==> src/rtl/writeback_commit_pkg.sv <==
// Shared types and constants for the writeback/commit stage.
// Saturation bounds are exported both as default-width constants and as width-generic functions.
package writeback_commit_pkg;

    localparam int unsigned DATA_WIDTH  = 16;
    localparam int unsigned COMMIT_ID_W = 9;

    typedef logic [COMMIT_ID_W-1:0] commit_id_t;

    typedef enum logic [1:0] {
        StRun,
        StStall,
        StFault
    } wb_state_e;

    function automatic longint sat_max_of(input int unsigned w);
        return (longint'(1) <<< (w - 1)) - longint'(1);
    endfunction

    function automatic longint sat_min_of(input int unsigned w);
        return -(longint'(1) <<< (w - 1));
    endfunction

    localparam longint sat_max = sat_max_of(DATA_WIDTH);
    localparam longint sat_min = sat_min_of(DATA_WIDTH);

endpackage

==> src/rtl/wb_saturate.sv <==
// Combinational clamp/truncate of a double-width signed result down to data_width.
// Clamping is built only when WRITEBACK_COMMIT_SATURATE_EN is defined; otherwise plain truncation.
module wb_saturate
    import writeback_commit_pkg::*;
#(
    parameter int unsigned data_width = DATA_WIDTH
) (
    input  logic signed [2*data_width-1:0] i_result,
    input  logic                           i_sat_disable,
    output logic signed [data_width-1:0]   o_data,
    output logic                           o_sat
);

`ifdef WRITEBACK_COMMIT_SATURATE_EN
    localparam int unsigned RW = 2 * data_width;
    localparam logic signed [RW-1:0] SatMax = RW'(sat_max_of(data_width));
    localparam logic signed [RW-1:0] SatMin = RW'(sat_min_of(data_width));

    always_comb begin
        o_data = i_result[data_width-1:0];
        o_sat  = 1'b0;
        if (!i_sat_disable) begin
            if (i_result > SatMax) begin
                o_data = SatMax[data_width-1:0];
                o_sat  = 1'b1;
            end else if (i_result < SatMin) begin
                o_data = SatMin[data_width-1:0];
                o_sat  = 1'b1;
            end
        end
    end
`else
    logic w_unused_bits;
    assign w_unused_bits = ^{i_sat_disable, i_result[2*data_width-1:data_width]};
    assign o_data        = i_result[data_width-1:0];
    assign o_sat         = 1'b0;
`endif

endmodule

==> src/rtl/writeback_commit.sv <==
// In-order writeback commit: accepts results whose id matches expected_id, writes one cycle later,
// and faults if a mismatched id stalls too long. Saturation is gated by WRITEBACK_COMMIT_SATURATE_EN.
module writeback_commit
    import writeback_commit_pkg::*;
#(
    parameter int unsigned data_width  = DATA_WIDTH,
    parameter int unsigned n_blocks    = 256,
    parameter int unsigned stall_limit = 255
) (
    input  logic                          clk,
    input  logic                          reset,
    input  logic                          enable,
    input  logic                          in_valid,
    output logic                          in_ready,
    input  logic [$clog2(n_blocks)-1:0]   block_in,
    input  logic [3:0]                    dest_in,
    input  logic signed [2*data_width-1:0] result_in,
    input  logic                          saturate_disable_in,
    input  commit_id_t                    commit_id_in,
    input  logic                          commit_flag_in,
    output logic                          wr_en,
    output logic [$clog2(n_blocks)-1:0]   wr_block,
    output logic [3:0]                    wr_addr,
    output logic signed [data_width-1:0]  wr_data,
    output logic                          sat_event,
    output commit_id_t                    expected_id,
    output logic                          fault
);

    localparam int unsigned BlkW = $clog2(n_blocks);
    localparam int unsigned CntW = $clog2(stall_limit + 1);

    wb_state_e                      r_state, w_state_d;
    logic [CntW-1:0]                r_stall_cnt, w_stall_cnt_d;
    commit_id_t                     r_expected_id, w_expected_id_d;
    logic                           r_wr_en, r_sat_event;
    logic [BlkW-1:0]                r_wr_block;
    logic [3:0]                     r_wr_addr;
    logic signed [data_width-1:0]   r_wr_data;

    logic                           w_id_match, w_accept, w_commit, w_mismatch, w_sat;
    logic signed [data_width-1:0]   w_sat_data;

    wb_saturate #(
        .data_width (data_width)
    ) u_wb_saturate (
        .i_result      (result_in),
        .i_sat_disable (saturate_disable_in),
        .o_data        (w_sat_data),
        .o_sat         (w_sat)
    );

    assign w_id_match = (commit_id_in == r_expected_id);
    assign in_ready   = enable && (r_state != StFault) && (!commit_flag_in || w_id_match);
    assign w_accept   = in_valid && in_ready;
    assign w_commit   = w_accept && commit_flag_in;
    assign w_mismatch = enable && in_valid && commit_flag_in && !w_id_match;

    always_comb begin
        w_state_d       = r_state;
        w_stall_cnt_d   = r_stall_cnt;
        w_expected_id_d = r_expected_id;
        if (w_commit) begin
            w_expected_id_d = commit_id_t'(r_expected_id + 1'b1);
        end
        if (enable) begin
            unique case (r_state)
                StRun: begin
                    if (w_mismatch) begin
                        w_state_d = StStall;
                    end
                end
                StStall: begin
                    if (w_accept || !in_valid) begin
                        w_state_d     = StRun;
                        w_stall_cnt_d = '0;
                    end else if (r_stall_cnt == CntW'(stall_limit - 1)) begin
                        w_state_d     = StFault;
                        w_stall_cnt_d = '0;
                    end else begin
                        w_stall_cnt_d = r_stall_cnt + 1'b1;
                    end
                end
                StFault: begin
                    w_state_d = StFault;
                end
                default: begin
                    w_state_d = StRun;
                end
            endcase
        end
    end

    always_ff @(posedge clk) begin
        if (reset) begin
            r_state       <= StRun;
            r_stall_cnt   <= '0;
            r_expected_id <= '0;
            r_wr_en       <= 1'b0;
            r_sat_event   <= 1'b0;
            r_wr_block    <= '0;
            r_wr_addr     <= '0;
            r_wr_data     <= '0;
        end else begin
            r_state       <= w_state_d;
            r_stall_cnt   <= w_stall_cnt_d;
            r_expected_id <= w_expected_id_d;
            // Strobes are single-cycle pulses even if enable drops right after the commit.
            r_wr_en       <= w_commit;
            r_sat_event   <= w_commit && w_sat;
            if (w_commit) begin
                r_wr_block <= block_in;
                r_wr_addr  <= dest_in;
                r_wr_data  <= w_sat_data;
            end
        end
    end

    assign wr_en       = r_wr_en;
    assign wr_block    = r_wr_block;
    assign wr_addr     = r_wr_addr;
    assign wr_data     = r_wr_data;
    assign sat_event   = r_sat_event;
    assign expected_id = r_expected_id;
    assign fault       = (r_state == StFault);

endmodule
==> config.mk <==
export PLATFORM = sky130hd
export DESIGN_NAME = writeback_commit
export DESIGN_NICKNAME = d
export VERILOG_FILES = /design/src/rtl/writeback_commit_pkg.sv /design/src/rtl/wb_saturate.sv /design/src/rtl/writeback_commit.sv
export SDC_FILE = /design/constraint.sdc
export NUM_CORES = 1
export LEC_CHECK = 0
export CORE_ASPECT_RATIO = 2
export CORE_MARGIN = 2
export CORE_UTILIZATION = 41
export DETAILED_ROUTE_END_ITERATION = 6
export PLACE_DENSITY_LB_ADDON = 0.15
export SLEW_MARGIN = 25
export SYNTH_ARGS = -nofsm -noshare
export SYNTH_HDL_FRONTEND = slang
export SYNTH_SLANG_ARGS = --single-unit
==> constraint.sdc <==
create_clock -name clk -period 2 [get_ports clk]
set_input_delay 0.4 -clock clk [delete_from_list [all_inputs] [get_ports clk]]
set_output_delay 0.4 -clock clk [all_outputs]
set_load 0.01 [all_outputs]
# Yosys cells after proc, flatten, opt, wreduce, memory -nomap -nowiden
# Cells that the tools add are included.
dict set report totals {
  register_bits 48
  latch_bits 0
  mem_bits_rw 0
  romBits 0
  inputBits 59
  output_inout_bits 41
  wordCells 37
  memories 0
}
dict set report op_classes {
  addsub 2
  n_mul 0
  div 0
  order_cmp 0
  eq_ne 7
  shift 0
  muxes 6
  bitwise 0
  n_reduce_logical 15
}
# operator n
set ops {}
lappend ops {{two-way mux 8 bit} 2}
lappend ops {{adder 9 x 1 -> 9 bit (second input constant)} 1}
lappend ops {{equality test 9 bit} 1}
lappend ops {{adder 8 x 1 -> 8 bit (second input constant)} 1}
lappend ops {{equality test 8 bit (second input constant)} 1}
lappend ops {{logical AND 1 bit} 7}
lappend ops {{two-way mux 2 bit} 3}
lappend ops {{one-hot mux 2 bit (3 select lines)} 1}
lappend ops {{!= test 2 bit (second input constant)} 2}
lappend ops {{logical NOT 1 bit} 3}
lappend ops {{!= test 3 bit (second input constant)} 1}
lappend ops {{AND reduction 3 bit} 1}
lappend ops {{equality test 2 x 1 -> 1 bit (second input constant)} 1}
lappend ops {{equality test 2 bit (second input constant)} 1}
lappend ops {{logical NOT 2 bit} 1}
lappend ops {{logical OR 1 bit} 2}
lappend ops {{AND reduction 2 bit} 1}

# Longest topological paths before layout
dict set report logic_depth {
  depth_word 7
  ltp_mapped 7
  depth_no_buf 7
}

# Cells and area by module
# A second synthesis with hierarchy kept.
dict set report hier_totals {
  hier_cells 249
  hier_area_um2 2284.7
}
# module instances cells_per_inst area_each_um2 seq_area_each_um2
set by_module_without_submodules {}
lappend by_module_without_submodules {writeback_commit 1 231 2153.3 980.9}
lappend by_module_without_submodules {wb_saturate 1 18 131.4 0.0}

# Least setup slack after synthesis
# Ideal clock, no wire load.
dict set report synth_path {
  path_kind {register to register}
  startpoint {reg r_expected_id[3], in the netlist expected_id[3]}
  endpoint {reg r_expected_id[2], in the netlist expected_id[2]}
  setup_time_ps 132
  arrival_ps 1724
  t_required_ps 1868
  slack_ps 144
  stages_incl_launch_ff 8
  n_path_buf 2
  synth_period_minus_slack_ps 1856
  cell_sequence {dfxtp_1 > xor2_1 > nor4_4 > nand4_2 > buf_2 > buf_2 > o21ai_0 > a21oi_1}
}
dict set report synth_between {
  elab_chain_cells 5
}
# item line
set synth_lines {}
lappend synth_lines {{from (decl)} writeback_commit.sv:35} ;# commit_id_t r_expected_id, w_expected_id_d;
lappend synth_lines {{from (signal assigned)} writeback_commit.sv:107} ;# r_expected_id <= w_expected_id_d;
lappend synth_lines {{equality test 9 bit} writeback_commit.sv:53} ;# assign w_id_match = (commit_id_in == r_expected_id);
lappend synth_lines {{logical OR 1 bit} writeback_commit.sv:54} ;# assign in_ready = enable && (r_state != StFault) && (!commit_flag_in || w_id_match);
lappend synth_lines {{logical AND 1 bit} writeback_commit.sv:54}
lappend synth_lines {{logical AND 1 bit} writeback_commit.sv:55} ;# assign w_accept = in_valid && in_ready;
lappend synth_lines {{logical AND 1 bit} writeback_commit.sv:56} ;# assign w_commit = w_accept && commit_flag_in;
# Every way passes these cells.
# A chain may end at the register's enable or synchronous reset.

# Worst setup path in the final report
dict set report layout_path {
  startpoint {reg r_expected_id[3], in the netlist expected_id[3]}
  endpoint {reg r_expected_id[4], in the netlist expected_id[4]}
}
dict set report layout_between {
  elab_chain_cells 5
  elab_cells_between_ends 6
  classes_between {add/sub: 1; eq/ne: 1; reduce/logical: 4}
}
# item
set layout_lines {}
lappend layout_lines {{parallel branches: the longest is 5 deep, another holds adder 9 x 1 -> 9 bit}}
# Parallel ways; which one is timed is not known.

==> results_tabular.tex <==
\begin{tabular}{lr}
\hline
Metric & Value \\
\hline
\multicolumn{2}{l}{\textbf{Outcome}} \\
Result of the run & complete, but fails checks \\
Failing checks & negative setup slack \\
\multicolumn{2}{l}{\textbf{STA}} \\
Highest attainable clock frequency & between 0.4 and 0.5 GHz \\
Time the final worst path needs with I/O delays and setup & between 2 and 2.5 ns \\
Number of endpoints with negative hold slack in the final report & 0 \\
Unrepaired setup endpoints after global routing & true \\
Final clock period utilization by the worst path & 100\% \\
Slew Viols, Final & 0 \\
Final count of negative-setup-slack endpoints & 1 \\
Least setup slack across all paths after layout & -0.00349 ns \\
Clock Skew & approximately 0.0039 ns \\
Final sum of negative setup slack & -0.00349 ns \\
\multicolumn{2}{l}{\textbf{Final layout}} \\
Post-synthesis to final-layout area growth & 61.4\% \\
Number of diodes & 0 \\
Final Non-Filler Cells & roughly 390 \\
Final nets & 398 \\
Area of the multi-input gates & roughly 1200 sq um \\
Fill count & slightly below 400 \\
Register area & about 960 sq um \\
Share of layout cells above drive strength 1 & between 10\% and 20\% \\
Final core utilization & between 60\% and 70\% \\
\multicolumn{2}{l}{\textbf{Global routing}} \\
Number of antenna violations at the first check in global routing & 0 \\
Overall Global Routing Usage & approximately 18\% \\
Busiest metal layer after global routing & met2 \\
Met2 usage in global routing & 33.0\% \\
M3 GR Usage & under 10\% \\
Wire length of the first global-routing pass & between 7000 and 8000 microns \\
GRT overflow & 0 \\
Largest net degree at the start of global routing & 33 \\
Met1 global-route usage & 17.1\% \\
Vias in the first global route & about 1.9k \\
\multicolumn{2}{l}{\textbf{Floorplan}} \\
Die Y & between 100 and 150 microns \\
DIE AREA & $\sim$5700 sq um \\
Placeable Area & $\sim$5000 sq um \\
Placement row count & 36 \\
Io pins & 100 \\
Die Span X & roughly 55 microns \\
Initial standard-cell utilization of the core & between 40 and 50\% \\
\multicolumn{2}{l}{\textbf{Worst hold path}} \\
Min-Delay Path Depth & 2 \\
Hold WC Path Type & reg -> reg \\
\multicolumn{2}{l}{\textbf{Synthesis}} \\
Most used DFF post-synth & dfxtp\_1 \\
Mean area per synthesized cell & approximately 9.2 sq um \\
Cell taking the most area after synthesis & dfxtp\_1 \\
Post-synthesis instance area & 2090 sq um \\
Count of different cell masters after synthesis & 32 \\
Net count after synthesis & between 200 and 300 \\
Count leader, synth & dfxtp\_1 \\
List of most frequent post-synthesis cells & 48 x dfxtp\_1, 36 x nor2\_1, 29 x mux2i\_1, 16 x a21oi\_1, 13 x xor2\_1 \\
Mapped Cells & between 200 and 250 \\
Async set or reset register ratio after synthesis & 0\% \\
FF+latch count, synth & 48 \\
Fraction of synthesized cell area taken by the top area cell type & a little under half \\
Fraction of the yosys area taken by sequential cells & roughly 46\% \\
Yosys synthesis warning count & 0 \\
EDFF count, synth & 0 \\
Main area contributors after synthesis & dfxtp\_1 46\%, mux2i\_1 14\%, nor2\_1 6.5\% \\
\multicolumn{2}{l}{\textbf{Power and ir drop}} \\
Static leakage & between 0.001 and 0.0015 uW \\
Post-route total power & roughly 1700 uW \\
Peak VDD IR & about 0.62 mV \\
Pwr dens & around 500 nW/um\^{}2 \\
\multicolumn{2}{l}{\textbf{Setup path}} \\
Cell repeated most along the worst path & buf\_4 \\
Critical path peak fanout & 6 \\
Startpoint Class & flip-flop \\
Master of the slowest instance on the critical path & nor4\_4 \\
R2R cell count & 7 \\
Type of element capturing the critical path & flip-flop \\
Cells traversed along the worst timing path & xor2\_2 > nor4\_4 > buf\_4 > nand4\_4 > buf\_4 > or3\_4 > a21oi\_2 \\
Delay of the slowest cell on the worst path & 0.37 ns \\
Crit path required time & $\sim$2.2 ns \\
Crit Path Class & reg -> reg \\
Arrival time of the worst setup path & between 2 and 2.5 ns \\
\multicolumn{2}{l}{\textbf{Clock network}} \\
Clock-pin slew reported for the worst setup and hold paths after clock tree synthesis & approximately 0.090 ns \\
TritonCTS clock tree & yes \\
H-tree depth & 2 \\
Cts-stage hold buffer count & 0 \\
Cts bufs inserted & 5 \\
Max Root-Sink Buffers & 2 \\
Skew-Pair Late Insertion Delay & between 0.2 and 0.3 ns \\
Clock tree root buffer cell & clkbuf\_8 \\
Sinks on Clock Net & 48 \\
\multicolumn{2}{l}{\textbf{Detailed routing}} \\
Remaining number of nets flagged by the antenna check after routing & 0 \\
Mean routed wirelength per cell & 13.2 microns \\
Routed vias/inst & approximately 5.1 \\
Router iterations before antenna repair & 4 \\
Final Routed Wirelength & between 5000 and 6000 microns \\
DRC errors left & 0 \\
Number of DRC violations after detailed-routing iteration 0 & 25 \\
Vias after detailed routing & around 2k \\
\multicolumn{2}{l}{\textbf{Place}} \\
PortBufs & 81 \\
Final GP Congestion & approximately 0.78 \\
Placed Cells & 381 \\
Sum of net half-perimeters after detailed placement & 3730 microns \\
\multicolumn{2}{l}{\textbf{Job}} \\
Max capacitance violation total & 0 \\
\hline
\end{tabular}
[worst paths after layout]
check,start,endpoint,slack [ns]
setup / recovery,expected_id[3],expected_id[4],-0.003
hold reg to reg,r_stall_cnt[7],r_stall_cnt[7],0.49
setup reg to reg,expected_id[3],expected_id[4],-0.003
hold / removal,r_stall_cnt[7],r_stall_cnt[7],0.49
[layer usage]
metal	vias to the layer above	routed length, microns	part of all wire [%]
met1	924	1870	36
met4	0	159	3.1
met2	60	2900	56
met3	11	279	5.4
li1	1009	-	-
met5	-	0	0
[timing repair]
| item | 4_1_cts | 5_1_grt |
|---|---|---|
| resized for setup | 15 | 24 |
| buffers inserted | 0 | 4 |
| cloned | 0 | 1 |
| endpoints found under the setup margin | 38 | 6 |
| pin swaps | 3 | 12 |
[registers in the layout (all words and copies together) (netlist names)]
| register | count |
|---|---|
| r_state | 2 |
| expected_id | 9 |
| r_stall_cnt | 8 |
| wr_addr | 4 |
| wr_data | 16 |
| wr_en | 1 |
| wr_block | 8 |
[layout make-up]
class,instances,share of cell area [%]
Clock buffer,6,2.44
Clock inverter,2,0.296
Inverter,4,0.444
Multi-Input combinational cell,164,35.0
Sequential cell,48,28.6
Tap cell,57,2.11
Timing Repair Buffer,113,31.1
[logic make-up (layout without fill, tap and decap cells)]
family          after synthesis  count (layout)  synth area share (%)
mux                          29              29                  13.9
compound gates               30              30                  8.37
simple gates                 86              87                  20.6
other cells                   1               1                 0.179
flops                        48              48                  45.9
buf+inv                      16             125                  3.41
xor+xnor                     14              14                  5.86
fa+ha+maj                     3               3                  1.79
[stage by stage]
| step | setup WS [ns] | cell area (sq um) | hold slack [ns] |
|---|---|---|---|
| after floorplan | 0.144 | 2090 | 0.463 |
| after global placement | -0.568 | 3130 | 0.475 |
| after detailed placement | -0.569 | 3130 | 0.484 |
| after CTS | 0.000983 | 3260 | 0.496 |
| after global routing | -0.0962 | 3380 | 0.516 |
| final | -0.00349 | 3380 | 0.495 |
[where the power goes]
| part | internal (uW) | switching [uW] |
|---|---|---|
| Sequential | 956 | 2.17 |
| Combinational | 97.2 | 60.5 |
| Clock | 276 | 310 |
[critical path: cells and delay by family (launching register included)]
family	cells	cell delay [ns]
AND/OR/NAND/NOR	3	0.89
XOR/XNOR	1	0.15
flip-flops	1	0.34
buffers and inverters	2	0.40
AO/OA/AOI/OAI	1	0.15
[cells in the final DEF (no fill, tap or decap), types with 2 or more instances in the layout]
cell type        netlist  layout
or3_1                  3       2
xor2_2                 0       4
xor2_1                13       9
mux2i_1               29      28
a21oi_1               16      13
dfxtp_2                0       3
nand3_1               11      10
buf_4                  2      31
or4_1                  4       3
inv_1                  4       4
nand2_1               10      10
ha_1                   3       3
nor3_1                 7       6
nor2b_1                3       3
nand4_1                5       5
a21oi_2                0       3
nor2_1                36      35
dfxtp_1               48      45
o31ai_1                4       3
nand4_4                0       2
o21ai_0                5       4
clkdlybuf4s50_1        0      72
dlygate4sd2_1          0       2
o211ai_1               2       2
clkinv_2               0       2
clkbuf_8               0       6
dlymetal6s2s_1         0       4
Power figures use the tool's default switching activity.
